`src/rtl/ps2_key_ascii_if.sv`:
```
// Event/character bus between the keyboard driver, the ASCII translator and
// the downstream character consumer. The slave modport is the translator side.
interface ps2_key_ascii_if #(
  parameter int p_depth = 8
);
  logic                     i_press;
  logic                     i_release;
  logic [15:0]              i_key;
  logic                     i_emp;
  logic                     o_valid;
  logic [7:0]               o_data;
  logic                     i_ready;
  logic [$clog2(p_depth):0] o_level;
  logic                     o_caps;
  logic                     o_ovf;

  modport master (
    output i_press, i_release, i_key, i_emp, i_ready,
    input  o_valid, o_data, o_level, o_caps, o_ovf
  );

  modport slave (
    input  i_press, i_release, i_key, i_emp, i_ready,
    output o_valid, o_data, o_level, o_caps, o_ovf
  );
endinterface

```
`src/rtl/ps2_key_ascii.sv`:
```
// PS/2 set-2 key event to ASCII translator with modifier tracking and a
// show-ahead character FIFO.
// Build option: define PS2_KEY_ASCII_TYPEMATIC_EN to let typematic repeats
// enqueue characters; by default a held-key register suppresses them.
module ps2_key_ascii #(
  parameter int p_depth = 8
) (
  input  logic           i_clk,
  input  logic           i_rst,
  ps2_key_ascii_if.slave io_bus
);
  localparam int c_ptrW = $clog2(p_depth);
  localparam int c_lvlW = c_ptrW + 1;
  localparam logic [c_lvlW-1:0] c_full = c_lvlW'(p_depth);

  logic              w_accept;
  logic              w_press;
  logic              w_release;
  logic              w_plain;
  logic              w_ext;
  logic [7:0]        w_code;
  logic              w_isShiftL;
  logic              w_isShiftR;
  logic              w_isCtrlL;
  logic              w_isCtrlR;
  logic              w_isCaps;
  logic              w_shift;
  logic              w_ctrl;
  logic              w_repeat;
  logic              w_isLetter;
  logic [4:0]        w_letterIdx;
  logic              w_isDigit;
  logic [7:0]        w_digitChar;
  logic [7:0]        w_symChar;
  logic              w_charValid;
  logic [7:0]        w_char;
  logic              w_pop;
  logic              w_push;
  logic              w_full;
  logic [c_ptrW-1:0] w_rdNext;

  logic              r_shiftL;
  logic              r_shiftR;
  logic              r_ctrlL;
  logic              r_ctrlR;
  logic              r_caps;
  logic              r_capsHeld;
  logic              r_charValid;
  logic [7:0]        r_char;
  logic [7:0]        r_mem [p_depth];
  logic [c_ptrW-1:0] r_wrPtr;
  logic [c_ptrW-1:0] r_rdPtr;
  logic [c_lvlW-1:0] r_level;
  logic [7:0]        r_data;
  logic              r_ovf;

  // A simultaneous press and release is a protocol error and is dropped.
  assign w_accept  = (io_bus.i_press ^ io_bus.i_release) & ~io_bus.i_emp;
  assign w_press   = w_accept & io_bus.i_press;
  assign w_release = w_accept & io_bus.i_release;
  assign w_plain   = (io_bus.i_key[15:8] == 8'h00);
  assign w_ext     = (io_bus.i_key[15:8] == 8'hE0);
  assign w_code    = io_bus.i_key[7:0];

  assign w_isShiftL = w_plain && (w_code == 8'h12);
  assign w_isShiftR = w_plain && (w_code == 8'h59);
  assign w_isCtrlL  = w_plain && (w_code == 8'h14);
  assign w_isCtrlR  = w_ext   && (w_code == 8'h14);
  assign w_isCaps   = w_plain && (w_code == 8'h58);
  assign w_shift    = r_shiftL | r_shiftR;
  assign w_ctrl     = r_ctrlL | r_ctrlR;

  // Modifier levels follow make/break; Caps Lock toggles only on a fresh make.
  always_ff @(posedge i_clk) begin
    if (i_rst) begin
      r_shiftL   <= 1'b0;
      r_shiftR   <= 1'b0;
      r_ctrlL    <= 1'b0;
      r_ctrlR    <= 1'b0;
      r_caps     <= 1'b0;
      r_capsHeld <= 1'b0;
    end else if (w_press) begin
      if (w_isShiftL) r_shiftL <= 1'b1;
      if (w_isShiftR) r_shiftR <= 1'b1;
      if (w_isCtrlL)  r_ctrlL  <= 1'b1;
      if (w_isCtrlR)  r_ctrlR  <= 1'b1;
      if (w_isCaps) begin
        if (!r_capsHeld) r_caps <= ~r_caps;
        r_capsHeld <= 1'b1;
      end
    end else if (w_release) begin
      if (w_isShiftL) r_shiftL   <= 1'b0;
      if (w_isShiftR) r_shiftR   <= 1'b0;
      if (w_isCtrlL)  r_ctrlL    <= 1'b0;
      if (w_isCtrlR)  r_ctrlR    <= 1'b0;
      if (w_isCaps)   r_capsHeld <= 1'b0;
    end
  end

`ifdef PS2_KEY_ASCII_TYPEMATIC_EN
  assign w_repeat = 1'b0;
`else
  logic [15:0] r_heldKey;

  // Remember the most recent make code until its break, to spot repeats.
  always_ff @(posedge i_clk) begin
    if (i_rst) begin
      r_heldKey <= 16'h0000;
    end else if (w_press) begin
      r_heldKey <= io_bus.i_key;
    end else if (w_release && (io_bus.i_key == r_heldKey)) begin
      r_heldKey <= 16'h0000;
    end
  end

  assign w_repeat = (io_bus.i_key == r_heldKey);
`endif

  // Classify the low scancode byte as a letter or a digit-row key.
  always_comb begin
    w_isLetter  = 1'b0;
    w_letterIdx = 5'd0;
    w_isDigit   = 1'b0;
    w_digitChar = 8'h00;
    w_symChar   = 8'h00;
    case (w_code)
      8'h1C: begin w_isLetter = 1'b1; w_letterIdx = 5'd0;  end
      8'h32: begin w_isLetter = 1'b1; w_letterIdx = 5'd1;  end
      8'h21: begin w_isLetter = 1'b1; w_letterIdx = 5'd2;  end
      8'h23: begin w_isLetter = 1'b1; w_letterIdx = 5'd3;  end
      8'h24: begin w_isLetter = 1'b1; w_letterIdx = 5'd4;  end
      8'h2B: begin w_isLetter = 1'b1; w_letterIdx = 5'd5;  end
      8'h34: begin w_isLetter = 1'b1; w_letterIdx = 5'd6;  end
      8'h33: begin w_isLetter = 1'b1; w_letterIdx = 5'd7;  end
      8'h43: begin w_isLetter = 1'b1; w_letterIdx = 5'd8;  end
      8'h3B: begin w_isLetter = 1'b1; w_letterIdx = 5'd9;  end
      8'h42: begin w_isLetter = 1'b1; w_letterIdx = 5'd10; end
      8'h4B: begin w_isLetter = 1'b1; w_letterIdx = 5'd11; end
      8'h3A: begin w_isLetter = 1'b1; w_letterIdx = 5'd12; end
      8'h31: begin w_isLetter = 1'b1; w_letterIdx = 5'd13; end
      8'h44: begin w_isLetter = 1'b1; w_letterIdx = 5'd14; end
      8'h4D: begin w_isLetter = 1'b1; w_letterIdx = 5'd15; end
      8'h15: begin w_isLetter = 1'b1; w_letterIdx = 5'd16; end
      8'h2D: begin w_isLetter = 1'b1; w_letterIdx = 5'd17; end
      8'h1B: begin w_isLetter = 1'b1; w_letterIdx = 5'd18; end
      8'h2C: begin w_isLetter = 1'b1; w_letterIdx = 5'd19; end
      8'h3C: begin w_isLetter = 1'b1; w_letterIdx = 5'd20; end
      8'h2A: begin w_isLetter = 1'b1; w_letterIdx = 5'd21; end
      8'h1D: begin w_isLetter = 1'b1; w_letterIdx = 5'd22; end
      8'h22: begin w_isLetter = 1'b1; w_letterIdx = 5'd23; end
      8'h35: begin w_isLetter = 1'b1; w_letterIdx = 5'd24; end
      8'h1A: begin w_isLetter = 1'b1; w_letterIdx = 5'd25; end
      8'h45: begin w_isDigit = 1'b1; w_digitChar = 8'h30; w_symChar = 8'h29; end
      8'h16: begin w_isDigit = 1'b1; w_digitChar = 8'h31; w_symChar = 8'h21; end
      8'h1E: begin w_isDigit = 1'b1; w_digitChar = 8'h32; w_symChar = 8'h40; end
      8'h26: begin w_isDigit = 1'b1; w_digitChar = 8'h33; w_symChar = 8'h23; end
      8'h25: begin w_isDigit = 1'b1; w_digitChar = 8'h34; w_symChar = 8'h24; end
      8'h2E: begin w_isDigit = 1'b1; w_digitChar = 8'h35; w_symChar = 8'h25; end
      8'h36: begin w_isDigit = 1'b1; w_digitChar = 8'h36; w_symChar = 8'h5E; end
      8'h3D: begin w_isDigit = 1'b1; w_digitChar = 8'h37; w_symChar = 8'h26; end
      8'h3E: begin w_isDigit = 1'b1; w_digitChar = 8'h38; w_symChar = 8'h2A; end
      8'h46: begin w_isDigit = 1'b1; w_digitChar = 8'h39; w_symChar = 8'h28; end
      default: ;
    endcase
  end

  // Build the ASCII character for a fresh make code; Ctrl beats Shift/Caps.
  always_comb begin
    w_charValid = 1'b0;
    w_char      = 8'h00;
    if (w_press && !w_repeat) begin
      if (w_plain) begin
        if (w_isLetter) begin
          w_charValid = 1'b1;
          if (w_ctrl) begin
            w_char = {3'b000, w_letterIdx} + 8'd1;
          end else if (w_shift ^ r_caps) begin
            w_char = 8'h41 + {3'b000, w_letterIdx};
          end else begin
            w_char = 8'h61 + {3'b000, w_letterIdx};
          end
        end else if (w_isDigit) begin
          w_charValid = 1'b1;
          w_char      = w_shift ? w_symChar : w_digitChar;
        end else begin
          case (w_code)
            8'h29: begin w_charValid = 1'b1; w_char = 8'h20; end
            8'h5A: begin w_charValid = 1'b1; w_char = 8'h0D; end
            8'h66: begin w_charValid = 1'b1; w_char = 8'h08; end
            8'h0D: begin w_charValid = 1'b1; w_char = 8'h09; end
            8'h76: begin w_charValid = 1'b1; w_char = 8'h1B; end
            default: ;
          endcase
        end
      end else if (w_ext && (w_code == 8'h5A)) begin
        w_charValid = 1'b1;
        w_char      = 8'h0D;
      end
    end
  end

  // Translation stage register between the decoder and the FIFO write.
  always_ff @(posedge i_clk) begin
    if (i_rst) begin
      r_charValid <= 1'b0;
      r_char      <= 8'h00;
    end else begin
      r_charValid <= w_charValid;
      r_char      <= w_char;
    end
  end

  assign w_full   = (r_level == c_full);
  assign w_pop    = (r_level != '0) && io_bus.i_ready;
  assign w_push   = r_charValid && (!w_full || w_pop);
  assign w_rdNext = r_rdPtr + c_ptrW'(1);

  // Character storage; contents need no reset since occupancy gates reads.
  always_ff @(posedge i_clk) begin
    if (w_push) r_mem[r_wrPtr] <= r_char;
  end

  // FIFO pointers, occupancy, sticky overflow and the registered head value.
  always_ff @(posedge i_clk) begin
    if (i_rst) begin
      r_wrPtr <= '0;
      r_rdPtr <= '0;
      r_level <= '0;
      r_data  <= 8'h00;
      r_ovf   <= 1'b0;
    end else begin
      if (w_push) r_wrPtr <= r_wrPtr + c_ptrW'(1);
      if (w_pop)  r_rdPtr <= w_rdNext;
      if (w_push && !w_pop) begin
        r_level <= r_level + c_lvlW'(1);
      end else if (w_pop && !w_push) begin
        r_level <= r_level - c_lvlW'(1);
      end
      if (r_charValid && w_full && !w_pop) r_ovf <= 1'b1;
      if (w_pop) begin
        if (r_level > c_lvlW'(1)) begin
          r_data <= r_mem[w_rdNext];
        end else if (w_push) begin
          r_data <= r_char;
        end
      end else if (w_push && (r_level == '0)) begin
        r_data <= r_char;
      end
    end
  end

  assign io_bus.o_valid = (r_level != '0);
  assign io_bus.o_data  = r_data;
  assign io_bus.o_level = r_level;
  assign io_bus.o_caps  = r_caps;
  assign io_bus.o_ovf   = r_ovf;
endmodule
```
`src/flat_wrapper.sv`:
```
// flat-port wrapper written by rule: the top's interface ports become plain ports
module ps2_key_ascii_flat 
#(
  parameter int p_depth = 8
)
  (i_clk, i_rst, io_bus_i_press, io_bus_i_release, io_bus_i_key, io_bus_i_emp, io_bus_i_ready, io_bus_o_valid, io_bus_o_data, io_bus_o_level, io_bus_o_caps, io_bus_o_ovf);
  ps2_key_ascii_if #(.p_depth(p_depth)) io_bus_i ();
  input  logic i_clk;
  input  logic i_rst;
  input wire logic [$bits(io_bus_i.i_press)-1:0] io_bus_i_press;
  input wire logic [$bits(io_bus_i.i_release)-1:0] io_bus_i_release;
  input wire logic [$bits(io_bus_i.i_key)-1:0] io_bus_i_key;
  input wire logic [$bits(io_bus_i.i_emp)-1:0] io_bus_i_emp;
  input wire logic [$bits(io_bus_i.i_ready)-1:0] io_bus_i_ready;
  output wire logic [$bits(io_bus_i.o_valid)-1:0] io_bus_o_valid;
  output wire logic [$bits(io_bus_i.o_data)-1:0] io_bus_o_data;
  output wire logic [$bits(io_bus_i.o_level)-1:0] io_bus_o_level;
  output wire logic [$bits(io_bus_i.o_caps)-1:0] io_bus_o_caps;
  output wire logic [$bits(io_bus_i.o_ovf)-1:0] io_bus_o_ovf;
  assign io_bus_i.i_press = io_bus_i_press;
  assign io_bus_i.i_release = io_bus_i_release;
  assign io_bus_i.i_key = io_bus_i_key;
  assign io_bus_i.i_emp = io_bus_i_emp;
  assign io_bus_i.i_ready = io_bus_i_ready;
  assign io_bus_o_valid = io_bus_i.o_valid;
  assign io_bus_o_data = io_bus_i.o_data;
  assign io_bus_o_level = io_bus_i.o_level;
  assign io_bus_o_caps = io_bus_i.o_caps;
  assign io_bus_o_ovf = io_bus_i.o_ovf;
  ps2_key_ascii #(.p_depth(p_depth)) u_core (.i_clk(i_clk), .i_rst(i_rst), .io_bus(io_bus_i));
endmodule
```
`config.mk`:
```
export PLATFORM = sky130hd
export DESIGN_NAME = ps2_key_ascii_flat
export DESIGN_NICKNAME = d
export VERILOG_FILES = /design/src/rtl/ps2_key_ascii_if.sv /design/src/rtl/ps2_key_ascii.sv /design/src/flat_wrapper.sv
export SDC_FILE = /design/constraint.sdc
export NUM_CORES = 1
export LEC_CHECK = 0
export ABC_AREA = 1
export BUFFER_PORTS_ARGS = -buffer_cell sky130_fd_sc_hd__buf_2
export CORE_MARGIN = 1
export CORE_UTILIZATION = 45
export CTS_CLUSTER_DIAMETER = 60
export DETAILED_ROUTE_END_ITERATION = 8
export PLACE_DENSITY_LB_ADDON = 0.3
export RECOVER_POWER = 50
export SLEW_MARGIN = 5
export SYNTH_ARGS = -nofsm -noshare
export SYNTH_HDL_FRONTEND = slang
export SYNTH_SLANG_ARGS = --single-unit
```
`constraint.sdc`:
```
create_clock -name i_clk -period 3.1 [get_ports i_clk]
set_input_delay 0.155 -clock i_clk [delete_from_list [all_inputs] [get_ports i_clk]]
set_output_delay 0.155 -clock i_clk [all_outputs]
set_load 0.1 [all_outputs]
```
==> results.py, run 1 <==
metrics = {
    "floorplan": {
        "ios": 37,
        "rows": 40,
        "core_sq_um": 12200,
        "die_h_um": 115,
        "die-area_sq_um": 13200,
        "die_w_um": 115,
        "initial_core_util_pct": 46.9,
    },
    "synthesis": {
        "netlist_top_cells_area": "edfxtp_1 (34%), dfxtp_1 (17%), nand2_1 (7.5%), o21ai_0 (6.6%), nor2_1 (6.2%)",
        "synth_area_sq_um": 5730,
        "async_flop_share_pct": 0,
        "yosysTopAreaCell": "edfxtp_1",
        "avgSynthCellArea_sq_um": 8.51,
        "synth_seq_cells": 114,
        "synth_ff_type": "edfxtp_1",
        "yosys_warnings": 0,
        "synth_top_cell_area_share_pct": 33.5,
        "synth_fp_nets": 703,
        "synthCells": 674,
        "ys_seq_area_share_pct": 51.0,
        "synth_edf_count": 64,
        "synth_cell_types": 42,
    },
    "grt": {
        "grt_antenna_before_repair": 0,
        "track_usage_pct": 22.9,
        "grt_pass1_wl_um": 23200,
        "use_met2_pct": 37.8,
        "grt_max_degree": 36,
        "globalRoute.busiestLayer": "met2",
        "globalRouteMet1Util_pct": 28.7,
        "grt-ovfl-total": 0,
        "grt_pass1_vias": 4725,
        "grt_use_met3_pct": 5.06,
    },
    "cells_and_area": {
        "fin_util_pct": 54.2,
        "fin_nets": 740,
        "synthToLayoutAreaGrowth_pct": 15.4,
        "layout-drive-gt1-share_pct": 12.7,
        "layout_commonest_cell": "nand2_1",
        "multi_input_area_sq_um": 2460,
        "fin_cells": 892,
        "seq_area_sq_um": 2920,
        "final_cell_mix": "nand2_1 (114), nor2_1 (96), o21ai_0 (78), edfxtp_1 (64), dfxtp_1 (50)",
        "n_fill_cell": 1118,
        "num_antenna_cells": 0,
    },
    "route": {
        "wire_per_inst_um": 15.8,
        "ant_nets": 0,
        "vias_per_cell": 5.39,
        "drc_errors": 0,
        "vias": 4812,
        "wirelength_um": 14100,
        "drt_iter0_drc": 528,
        "dr.pass1.iters": 5,
    },
    "sta": {
        "slew_headroom_pct": 21.3,
        "finalCritPeriodShare_pct": 75.1,
        "hold_viol_final": 0,
        "tightest_slew_ps": 1190,
        "finalCriticalPeriod_ps": 2330,
        "finalSetupTns_ps": 0,
        "timing.hold.ws_ps": 13.8,
        "final_max_slew_viol_count": 0,
        "max_clock_freq_mhz": 429,
        "finClkSkew_ps": 12.3,
        "setup_viol": 0,
        "rsz0062_at_grt": "false",
    },
    "run": {
        "drv_cap": 0,
    },
    "power_and_ir_drop": {
        "p_per_area_nw_per_um2": 878,
        "pwr-share-comb_pct": 36.1,
        "p_int_mw": 3.46,
        "leakagePower_nw": 2.57,
        "switching_share_pct": 40.4,
        "p_clk_share_pct": 33.4,
        "p_seq_share_pct": 30.6,
        "irDropWorstVdd_uv": 416,
        "switching_power_mw": 2.35,
    },
    "clocking": {
        "clkSinkCount": 114,
        "cts_root_buffer": "clkbuf_16",
        "insertion_delay_ps": 400,
        "clk_pin_slew_ps": 50,
        "cts_buffers": 17,
        "cts_buffer_depth": 2,
        "cts_tree": "done",
        "h-tree-depth": 4,
    },
    "setup_path": {
        "cp_slowest_cell": "nor2_1",
        "crit_chain": "inv_1, ha_1, inv_1, nor4_1, nor2_1, inv_1, nor2_1, inv_1, nor2_1",
        "critPathKind": "register to register",
        "end_kind": "register",
        "cp_num_buf_inv": 4,
        "crit_top_cell": "inv_1",
        "path_max_fanout": 8,
        "arrival_ps": 2360,
        "cp_top_family": "simple AND/OR/NAND/NOR gates",
        "setup.worst_path.start_class": "register",
        "critPathRequiredTime_ps": 3130,
        "slowest_delay_ps": 540,
    },
    "placement": {
        "portBuffers": 36,
        "hpwl_um": 10100,
        "dp.cells": 858,
        "place_congestion": 0.950,
    },
    "outcome": {
        "outcome": "complete, no violations",
    },
    "min_path": {
        "hold_class": "input port to register",
    },
}
==> final timing paths <==
| path | from | to | slack, ps | depth (start not counted) |
|---|---|---|---|---|
| max | u_core.io_bus.o_level[0] | u_core.r_mem[7][3] | 770 | 9 |
| min | io_bus_i_key[10] | u_core.r_heldKey[10] | 10 | 3 |
| max reg2reg | u_core.io_bus.o_level[0] | u_core.r_mem[7][3] | 770 | 9 |
| min reg2reg | u_core.io_bus.o_ovf | u_core.io_bus.o_ovf | 470 | 2 |
==> state kept, by name, summed over array words and instances, names as in the netlist <==
register,flops
u_core.r_shiftR,1
u_core.r_rdPtr,3
u_core.r_mem,64
u_core.r_shiftL,1
u_core.r_wrPtr,3
u_core.r_ctrlR,1
u_core.r_ctrlL,1
u_core.r_heldKey,16
u_core.io_bus.o_caps,1
u_core.io_bus.o_ovf,1
u_core.r_capsHeld,1
u_core.r_charValid,1
u_core.io_bus.o_level,4
u_core.io_bus.o_data,8
u_core.r_char,8
==> metal layers <==
| metal | routed length [um] | vias up |
|---|---|---|
| li1 | - | 2378 |
| met1 | 6240 | 2226 |
| met2 | 6670 | 180 |
| met3 | 808 | 28 |
| met4 | 334 | 0 |
| met5 | 0 | - |
==> layout make-up <==
| type | instances | area share, % |
|---|---|---|
| well taps | 168 | 3.18 |
| multi-input cells | 479 | 37.1 |
| clock inverters | 11 | 2.04 |
| inverters | 57 | 3.31 |
| clock buffers | 21 | 6.96 |
| repair buffers | 42 | 3.20 |
| flip-flops and latches | 114 | 44.2 |
==> worst reg2reg max path, cell delays in order, from the launching register on <==
cell and delay, ps:
dfxtp_1 420, inv_1 100, ha_1 210, inv_1 90
nor4_1 70, nor2_1 150, inv_1 100, nor2_1 150
inv_1 120, nor2_1 540
==> power groups by stage <==
stage | logic, mW | clock network, mW | registers (mW)
final | 2.10 | 1.94 | 1.78
after global routing | 2.28 | 2.04 | 1.79
after CTS | 2.10 | 1.96 | 1.77
after detailed placement | 2.08 | 0 | 1.80
after global placement | 2.08 | 0 | 1.79
after floorplan | 1.09 | 0 | 2.38
==> cell families after synthesis <==
group                    after synthesis  share of synthesized area (%)
flip-flops                           114                           51.0
adder cells (fa/ha/maj)                7                           1.53
other                                  1                         0.0654
buffers and inverters                 81                           5.91
XOR/XNOR                              19                           2.90
AO/OA/AOI/OAI                        153                           14.7
AND/OR/NAND/NOR                      299                           23.9
==> timing repair <==
action / CTS / global route
hold buffers: 2 / 0
hold endpoints to repair: 2 / 0
gates resized for setup: 0 / 0
buffers inserted: 0 / 0
==> stage by stage <==
stage | cell area, sq um | total power, mW | setup WS, ps
after floorplan | 5730 | 3.47 | 160
after global placement | 6030 | 3.87 | 957
after detailed placement | 6030 | 3.88 | 851
after CTS | 6650 | 5.84 | 798
after global routing | 6620 | 6.11 | 531
final | 6620 | 5.81 | 771
==> cells in the mapped netlist, types with 2 or more instances <==
cell type	number
nand2_1	114
nor2_1	95
o21ai_0	76
edfxtp_1	64
dfxtp_1	50
inv_1	47
nand3_1	36
a21oi_1	32
xnor2_1	17
o21ai_1	16
clkbuf_1	14
nand4_1	10
inv_2	9
o22ai_1	9
nor2_2	8
nor2_4	8
nor3_1	8
o211ai_1	8
o221ai_1	8
ha_1	7
nand2_2	6
buf_2	3
buf_4	3
nor4_1	3
buf_1	2
buf_6	2
nand2_4	2
o21ai_2	2
xor2_1	2
Note: power is estimated with default switching activity, not from simulation.
==> run 2: changes to the inputs <==
==> constraint.sdc (replaced) <==
create_clock -name i_clk -period 2.38 [get_ports i_clk]
set_input_delay 0.119 -clock i_clk [delete_from_list [all_inputs] [get_ports i_clk]]
set_output_delay 0.119 -clock i_clk [all_outputs]
set_load 0.1 [all_outputs]
==> run 2 against run 1 <==
Against the previous run:
- largest power group unchanged
- first-iteration DRC count fell by 21%
- via count rose by 2.3%
- sequential share of layout area fell by 0.63 points
- final cell count rose by 1.8%
- the flow now finishes with violations (hold timing)
- wire length rose by 1.0%
- total power rose by 30%
==> results.py, run 2 (synthesized netlist as in run 1, its figures left out) <==
metrics = {
    "setup_path": {
        "cp_slowest_cell": "ha_1",
        "slowest_delay_ps": 400,
        "setup.worst_path.start_class": "register",
        "critPathKind": "register to register",
        "path_max_fanout": 6,
        "critPathRequiredTime_ps": 2660,
        "arrival_ps": 2420,
        "r2r_cells": 10,
        "crit_chain": "inv_1, ha_1, inv_1, nor4_1, nor2_1, ha_1, a21oi_1, o21ai_0, o21ai_0, a21oi_1",
        "end_kind": "register",
    },
    "route": {
        "vias": 4921,
        "ant_nets": 0,
        "vias_per_cell": 5.42,
        "wire_per_inst_um": 15.6,
        "wirelength_um": 14200,
        "dr.pass1.iters": 4,
        "drc_errors": 0,
        "drt_iter0_drc": 417,
    },
    "power_and_ir_drop": {
        "irDropWorstVdd_uv": 536,
        "leakagePower_nw": 2.59,
        "p_clk_share_pct": 32.6,
        "pwr-share-comb_pct": 36.4,
        "switching_share_pct": 41.0,
        "switching_power_mw": 3.10,
        "p_per_area_nw_per_um2": 1120,
        "p_int_mw": 4.46,
        "p_seq_share_pct": 31.0,
    },
    "sta": {
        "rsz0062_at_grt": "false",
        "finClkSkew_ps": 10.4,
        "finalCriticalPeriod_ps": 2140,
        "slew_headroom_pct": 20.6,
        "timing.hold.ws_ps": -2.65,
        "max_clock_freq_mhz": 467,
        "hold_viol_final": 1,
        "finalCritPeriodShare_pct": 90.0,
        "setup_viol": 0,
        "final_max_slew_viol_count": 0,
        "finalSetupTns_ps": 0,
        "tightest_slew_ps": 1200,
    },
    "cells_and_area": {
        "layout-drive-gt1-share_pct": 14.5,
        "final_cell_mix": "nand2_1 (114), nor2_1 (95), o21ai_0 (81), edfxtp_1 (64), inv_1 (47)",
        "fin_nets": 756,
        "top_register": "u_core.r_mem",
        "fin_util_pct": 55.1,
        "largest_reg_flops": 64,
        "layout_commonest_cell": "nand2_1",
        "synthToLayoutAreaGrowth_pct": 17.5,
        "num_antenna_cells": 0,
        "top_regs": "u_core.r_mem x64, u_core.r_heldKey x16",
    },
    "grt": {
        "grt_max_degree": 33,
        "grt_antenna_before_repair": 0,
        "grt_pass1_vias": 4788,
        "grt-ovfl-total": 0,
        "track_usage_pct": 23.2,
        "grt_pass1_wl_um": 23600,
    },
    "clocking": {
        "clkSinkCount": 114,
        "cts_buffers": 17,
        "clk_pin_slew_ps": 50,
        "cts_tree": "done",
        "cts_buffer_depth": 2,
        "cts.repair.resized": 0,
        "insertion_delay_ps": 400,
        "h-tree-depth": 4,
        "cts_hold_buf": 6,
        "post_cts_buffers": 0,
        "cts_root_buffer": "clkbuf_16",
    },
    "min_path": {
        "hold_class": "input port to register",
        "hold_depth": 3,
    },
    "floorplan": {
        "die-area_sq_um": 13200,
        "initial_core_util_pct": 46.9,
        "rows": 40,
        "die_h_um": 115,
        "ios": 37,
        "die_w_um": 115,
        "core_sq_um": 12200,
    },
    "placement": {
        "place_congestion": 0.937,
        "hpwl_um": 10200,
        "portBuffers": 36,
    },
    "run": {
        "drv_cap": 0,
    },
    "outcome": {
        "outcome": "finished with violations",
        "violations": "hold timing",
    },
}
## run 2: cell types whose count changed in the layout (fill, tap and decap cells not counted), moves of 2 or more
cell,previous run,this run
buf_4,4,14
dfxtp_1,50,46
dlygate4sd3_1,2,6
clkbuf_1,17,20
o21ai_0,78,81
o21ai_1,14,11
clkinv_1,3,1
clkinv_2,2,4
dfxtp_2,0,2
dfxtp_4,0,2
## run 2: area by class of cell
type | instances | area, sq um
clock inverter | 10 | 109
tap | 168 | 210
sequential | 114 | 2930
fill | 1132 | 5480
inverter | 57 | 219
timing repair buffer | 58 | 333
multi-input combinational | 479 | 2460
clock buffer | 22 | 474
## run 2: worst paths after layout
path                                          startpoint                       end  slack, ps
worst max-delay path            u_core.io_bus.o_level[0]  u_core.io_bus.o_level[3]        240
worst min-delay path                    io_bus_i_key[13]      u_core.r_heldKey[13]         -3
worst max register to register  u_core.io_bus.o_level[0]  u_core.io_bus.o_level[3]        240
worst min register to register       u_core.io_bus.o_ovf       u_core.io_bus.o_ovf        460
## run 2: worst max-delay path, delay by kind of cell, from the launching register on
kind	cells	cell delay [ps]
AND/OR/NAND/NOR	2	480
adder cells (fa/ha/maj)	2	570
AO/OA/AOI/OAI	4	460
flip-flops	1	360
buffers and inverters	2	160
## run 2: layer usage
metal  vias to the layer above  part of all wire [%]  global-route usage (%)
met1                      2331                    46                    30.8
met2                       146                    47                    37.8
met4                         0                   2.1                    8.83
met5                         -                     0                       0
met3                        31                   5.0                    4.27
li1                       2413                     -                       -
## run 2: per-stage QoR
stage	std cells	instance area, sq um	worst slack (ps)	power, mW
2_1_floorplan	674	5740	21.6	4.51
3_3_place_gp	870	6130	399	5.09
3_5_place_dp	870	6130	290	5.14
4_1_cts	908	6780	261	7.61
5_1_grt	908	6730	18.2	7.91
6_report	908	6730	237	7.57
## run 2: power by group through the flow
| stage | registers [mW] | clock network (mW) | logic, mW |
|---|---|---|---|
| 2_1_floorplan | 3.12 | 0 | 1.40 |
| 3_3_place_gp | 2.37 | 0 | 2.72 |
| 3_5_place_dp | 2.38 | 0 | 2.76 |
| 4_1_cts | 2.34 | 2.49 | 2.78 |
| 5_1_grt | 2.36 | 2.58 | 2.96 |
| 6_report | 2.34 | 2.47 | 2.76 |
